File: src/rtl/truth_table_sweeper.sv
// Sweeps x over every input vector, capturing fa/fb into truth tables and flagging the first mismatch.
// A sweep takes 2**N_IN*(SETTLE+1) cycles plus a one-cycle DONE; start is ignored outside IDLE.
module truth_table_sweeper #(
  parameter int N_IN   = 3,
  parameter int SETTLE = 1
) (
  input  logic                 clk,
  input  logic                 rst_n,
  input  logic                 start,
  input  logic                 fa,
  input  logic                 fb,
  output logic [N_IN-1:0]      x,
  output logic                 busy,
  output logic                 done,
  output logic [2**N_IN-1:0]   table_a,
  output logic [2**N_IN-1:0]   table_b,
  output logic                 result_valid,
  output logic                 equal,
  output logic                 mis_valid,
  output logic [N_IN-1:0]      mis_idx
);

  localparam logic [1:0] IDLE    = 2'd0;
  localparam logic [1:0] DRIVE   = 2'd1;
  localparam logic [1:0] SAMPLE  = 2'd2;
  localparam logic [1:0] DONE_ST = 2'd3;

  localparam logic [3:0]      SETTLE_LAST = 4'(SETTLE - 1);
  localparam logic [N_IN-1:0] IDX_LAST    = '1;

  logic [1:0]      state;
  logic [N_IN-1:0] idx;
  logic [3:0]      settle_cnt;

  assign busy = (state == DRIVE) || (state == SAMPLE);
  assign done = (state == DONE_ST);
  // x is derived from state so an async reset returns it to 0 at once.
  assign x    = busy ? idx : '0;

  always_ff @(posedge clk or negedge rst_n) begin
    if (!rst_n) begin
      state        <= IDLE;
      idx          <= '0;
      settle_cnt   <= '0;
      table_a      <= '0;
      table_b      <= '0;
      result_valid <= 1'b0;
      equal        <= 1'b0;
      mis_valid    <= 1'b0;
      mis_idx      <= '0;
    end else begin
      case (state)
        IDLE: begin
          if (start) begin
            table_a      <= '0;
            table_b      <= '0;
            result_valid <= 1'b0;
            mis_valid    <= 1'b0;
            mis_idx      <= '0;
            equal        <= 1'b1;
            idx          <= '0;
            settle_cnt   <= '0;
            state        <= DRIVE;
          end
        end
        DRIVE: begin
          if (settle_cnt == SETTLE_LAST) begin
            settle_cnt <= '0;
            state      <= SAMPLE;
          end else begin
            settle_cnt <= settle_cnt + 4'd1;
          end
        end
        SAMPLE: begin
          table_a[idx] <= fa;
          table_b[idx] <= fb;
          if (fa != fb) begin
            equal <= 1'b0;
            if (!mis_valid) begin
              mis_valid <= 1'b1;
              mis_idx   <= idx;
            end
          end
          if (idx == IDX_LAST) begin
            state <= DONE_ST;
          end else begin
            idx   <= idx + 1'b1;
            state <= DRIVE;
          end
        end
        DONE_ST: begin
          result_valid <= 1'b1;
          state        <= IDLE;
        end
        default: state <= IDLE;
      endcase
    end
  end

endmodule
File: config.mk
export PLATFORM = sky130hd
export DESIGN_NAME = truth_table_sweeper
export DESIGN_NICKNAME = d
export VERILOG_FILES = /design/src/rtl/truth_table_sweeper.sv
export SDC_FILE = /design/constraint.sdc
export NUM_CORES = 1
export LEC_CHECK = 0
export CORE_MARGIN = 2
export CORE_UTILIZATION = 58
export CTS_CLUSTER_DIAMETER = 100
export DETAILED_ROUTE_END_ITERATION = 7
export GPL_TIMING_DRIVEN = 0
export PLACE_DENSITY = 0.85
export SLEW_MARGIN = 5
export SYNTH_ARGS = -nofsm -noshare
export SYNTH_HDL_FRONTEND = slang
export SYNTH_SLANG_ARGS = --single-unit
File: constraint.sdc
create_clock -name clk -period 2.9 [get_ports clk]
set_input_delay 0.58 -clock clk [delete_from_list [all_inputs] [get_ports clk]]
set_output_delay 0.58 -clock clk [all_outputs]
set_load 0.1 [all_outputs]
# Yosys cells after proc, flatten, opt, wreduce, memory -nomap -nowiden
# Cells that the tools add are included.
# op_classes
add_sub_neg	2
order_cmp	2
eq_ne	10
n_mux	28
n_reduce_logical	14
# op_table
op	n
8-bit one-hot mux with 2 select lines	2
8-bit bitwise mux	2
3-bit 2-to-1 mux	5
3-bit one-hot mux with 2 select lines	2
4-bit 2-to-1 mux	2
8-bit 2-to-1 mux	1
2-bit one-hot mux with 4 select lines	1
4-bit one-hot mux with 2 select lines	1
2-bit AND reduction	4
2-bit 2-to-1 mux	3
2-bit inequality test (second input constant)	3
1-bit one-hot mux with 2 select lines	3
3-bit AND reduction	2
2-bit nonzero test	3
1-bit 2-to-1 mux	5
4-bit by 1-bit adder with 4-bit output (second input constant)	1
2-bit equality test (second input constant)	2
4-bit logical NOT	1
3-bit by 4-bit < comparator with 1-bit output (second input constant)	1
2-bit by 1-bit inequality test with 1-bit output (second input constant)	2
4-bit AND reduction	1
3-bit by 1-bit adder with 3-bit output (second input constant)	1
1-bit demux with 3-bit select	1
3-bit equality test (second input constant)	1
6 further kinds	6
# totals
reg_bits	31
input_bits	5
output_inout_bits	27
word_cells	65

# Logic depth before layout (Yosys ltp)
# depth
word_depth	6
mapped_depth	7
mapped_depth_nobuf	5

# Worst setup path before layout
# Ideal clock, no wire load.
# synth_timing
path_kind	flip-flop to output port
startpoint	register state[1]
endpoint	output port x[0]
t_arrival_ns	2.187
t_required_ns	2.320
slack_ns	0.133
path_stages_with_launch	4
path_buffers	0
path_cell_list	dfrtp_1 inv_1 ha_1 and2_1
# synth_via
elab_chain_cells	3
elab_cells_between_ends	4
classes_between	eq/ne: 2; mux: 1; reduce/logical: 1
# synth_rtl
item	line_no	rtl
from (decl)	31	logic [1:0] state;
from (signal assigned)	42	state <= IDLE;
from (signal assigned)	63	state <= DRIVE;
from (signal assigned)	69	state <= SAMPLE;
2-bit by 1-bit equality test with 1-bit output / 2-bit equality test (equally long branches)	35	assign busy = (state == DRIVE) || (state == SAMPLE);
1-bit logical OR (*)	35	
via busy	13	output logic busy,
3-bit 2-to-1 mux (*)	38	assign x = busy ? idx : '0;
to (decl)	12	output logic [N_IN-1:0] x,
# The timed path passes the listed nets; every way through them passes the cells marked *.

# Worst setup path after layout
# layout_timing
startpoint	register state[0]
endpoint	output port x[2]
# layout_via
elab_chain_cells	3
elab_cells_between_ends	4
classes_between	eq/ne: 2; mux: 1; reduce/logical: 1
# layout_rtl
item	line_no
2-bit by 1-bit equality test with 1-bit output / 2-bit equality test (equally long branches)	35
1-bit logical OR (*)	35
3-bit 2-to-1 mux (*)	38
# Every way passes the cells marked *; elsewhere a longest branch is shown, timed or not.

==> results by group <==
Synth
  • Share of flip-flops with an asynchronous set or reset: 100%
  • Most area-consuming cells after synthesis: dfrtp_1 38%, mux2_2 8.9%, o21ai_0 6.1%
  • Mean Syn Cell Area: 9.17 um^2
  • Synth Register Bits: 31
  • Yosys top cell by area: dfrtp_1
  • Top FF cell, synth: dfrtp_1
  • Mapped Cells: about 220
  • Top-area cell type share of the netlist area: 38.1%
  • Post-synth cell types: 40
  • Seq/Total Area, Yosys: 38.1%
  • Post-synth EDFFs: 0
  • Warnings, synthesis: 0
  • Top cells by count, synth: 31 x dfrtp_1, 31 x nand2_1, 25 x o21ai_0, 16 x mux2_2, 15 x o211ai_1
  • Syn Nets: 236
  • Post-Syn Area: 0.00204 mm^2

Finish
  • Share of post-route cells with drive strength above 1: 15.8%
  • Non-Filler Instances: 305
  • Ant. Diodes: 0
  • Area delta synth->final: 20.0%
  • Final Net Count: 272

Routing
  • Initial DRC count: 169
  • Total number of vias: 1807
  • First-pass DRT Iterations: 4
  • Final wirelength: 4.82 mm
  • DRC Markers: 0
  • Vias per inst: 5.92
  • Routed Antenna Nets: 0
  • Routed WL per cell: 15.8 um

Clock tree
  • Clock-pin slew on the worst setup and hold paths: 0.09 ns
  • Clock sinks: 31
  • CTS tree: yes
  • CTS buffer count: 5
  • H-tree lvl count: 2
  • CTS root buf: clkbuf_4
  • Worst-Skew Late Latency: around 0.34 ns
  • Hold-fix buffer count after cts: 0
  • Max Root-Sink Buffers: 2

Floorplanning
  • CORE AREA: approximately 0.0034 mm^2
  • Die footprint: 0.00400 mm^2
  • Die X: roughly 63 um
  • Die Y: approximately 63 um
  • Cell Rows: 21
  • IO Count: 32
  • Initial Utilization: 60.5%

Placement
  • Gpl congestion: 0.831
  • # port buffers: 29
  • Placed Instances: about 300
  • DP HPWL: 3.29 mm
  • Pre-CTS setup slack: around 0.24 ns

Worst setup path
  • WP data required: around 2.3 ns
  • Setup CP Type: reg -> out
  • Worst path bufs/invs: 2
  • Critical path arrival: about 2.2 ns
  • CP Depth: 4
  • CP Cell Sequence: inv_1, ha_1, and2_1, dlygate4sd2_1
  • Crit end category: output port
  • Critical Path Max Stage Delay: between 0.8 and 0.9 ns
  • CP top delay family: buffers and inverters
  • Worst R2R Start: state[0]
  • Worst Reg-to-Reg Cells: 7
  • Critical-path maximum fanout: 5
  • CP Launch Type: flip-flop
  • Critical Path Start: state[0]
  • CP max-delay cell: dlygate4sd2_1

GRT
  • Grt ovf: 0
  • Vias in the first global route: 1750
  • Global-route wire length before repair: 8.27 mm
  • GRT Util Overall: 26.5%
  • Largest net degree at the start of global routing: 32
  • Initial antenna violation count: 0

STA
  • Max Transition Viols Final: 0
  • PnR worst setup slack: roughly 0.16 ns
  • Final worst path period share: 94.5%
  • Setup TNS: 0 ns
  • Slew margin rel.: 33.9%
  • Max frequency: 0.365 GHz
  • RSZ-0062 raised after global routing: false
  • Finish-stage setup viols: 0
  • Minimum clock period: 2.74 ns
  • Least-Margin Pin Slew: 0.988 ns
  • Worst Clk Skew: about 0.0025 ns
  • Final hold violation count: 0

Run status
  • Status: completed

Power
  • Psw: 0.00158 W
  • Worst vdd ir: around 1200 uV
  • Pwr Density: between 1000 and 1500 mW/mm^2
  • Clock power share: 10.8%
  • P_leak: 0.984 nW
  • Sequential share of power: 23.2%
  • Internal power: 0.00112 W
  • Logic pwr share: approximately two thirds
  • Switching Fraction: 58.5%

Worst hold path
  • Worst Hold Class: in -> async

Job
  • Maximum Capacitance Violations: 0
flip-flops by register name (all words and copies together), names as in the netlist:
name,cells
equal,1
idx,3
mis_idx,3
mis_valid,1
result_valid,1
settle_cnt,4
state,2
table_a,8
table_b,8
area by class of cell:
class | count | area, um^2
Multi-Input combinational cell | 164 | 1140
Fill cell | 289 | 921
Sequential cell | 31 | 776
Timing Repair Buffer | 29 | 280
Buffer | 19 | 93.8
Clock buffer | 8 | 68.8
Tap cell | 46 | 57.6
Inverter | 8 | 30.0
power by group through the flow:
stage | sequential [W] | combinational [W] | clock (W)
4_1_cts | 0.000623 | 0.00178 | 0.000297
3_5_place_dp | 0.000632 | 0.00178 | 0
3_3_place_gp | 0.000624 | 0.00177 | 0
6_report | 0.000623 | 0.00178 | 0.000291
2_1_floorplan | 0.00114 | 0.000872 | 0
5_1_grt | 0.000639 | 0.00188 | 0.000323
layer usage:
| metal | vias to the layer above | GRT usage (%) | wire [um] | part of all wire [%] |
|---|---|---|---|---|
| li1 | 878 | - | - | - |
| met1 | 866 | 34.5 | 2170 | 45 |
| met2 | 53 | 43.1 | 2320 | 48 |
| met3 | 10 | 5.36 | 222 | 4.6 |
| met4 | 0 | 11.4 | 104 | 2.2 |
| met5 | - | 0 | 0 | 0 |
worst paths after layout:
path,end,slack [ns]
worst max-delay path,x[2],0.16
min in group clk,settle_cnt[0],0.55
worst min-delay path,result_valid,0.28
worst max register to register,table_b[5],0.85
worst min register to register,settle_cnt[0],0.55
max in group asynchronous,mis_idx[0],2.17
placed cells by master, fill, tap and decap left out, drive strengths merged, types with 3 or more instances in the layout:
| cell type | count |
|---|---|
| clkdlybuf4s50 | 24 |
| ha | 9 |
| nand2 | 31 |
| clkbuf | 14 |
| nand2b | 3 |
| and2 | 4 |
| nand3b | 4 |
| dfrtp | 31 |
| mux2i | 4 |
| mux2 | 16 |
| nor2b | 5 |
| nor2 | 6 |
| nor3b | 3 |
| o311ai | 8 |
| dlygate4sd2 | 4 |
| inv | 8 |
| nand4 | 3 |
| nand3 | 7 |
| o211ai | 15 |
| buf | 14 |
| a21oi | 5 |
| o21ai | 25 |
worst register-to-register path, stage by stage, from the launching register on:
cell	delay, ns
dfrtp_1	0.41
inv_1	0.15
ha_1	0.17
nor2b_1	0.12
clkbuf_1	0.35
clkbuf_1	0.45
o21ai_0	0.18
o311ai_0	0.11
what timing repair did:
| item | CTS | global route |
|---|---|---|
| gates resized for setup | 4 | 0 |
| setup buffers | 0 | 0 |
| setup endpoints to repair | 4 | 0 |
| endpoints found under the hold margin | 0 | 0 |
metrics by stage:
step | utilization [%] | total power, W | hold slack (ns) | instance area (um^2)
2_1_floorplan | - | 0.00201 | 0.284 | 2040
3_3_place_gp | 70.9 | 0.00240 | 0.526 | 2380
3_5_place_dp | 70.7 | 0.00242 | 0.535 | 2380
4_1_cts | 72.6 | 0.00270 | 0.294 | 2440
5_1_grt | 72.6 | 0.00284 | 0.321 | 2440
6_report | 72.6 | 0.00269 | 0.276 | 2440
cell families after synthesis:
logic type | count (synthesis) | synth area share, %
AO/OA/AOI/OAI | 62 | 20.0
XOR/XNOR | 1 | 0.430
adder cells (fa/ha/maj) | 9 | 5.53
buffers and inverters | 27 | 6.08
flip-flops | 31 | 38.1
multiplexers | 20 | 10.8
AND/OR/NAND/NOR | 72 | 19.1
(Power assumes the default switching activity.)
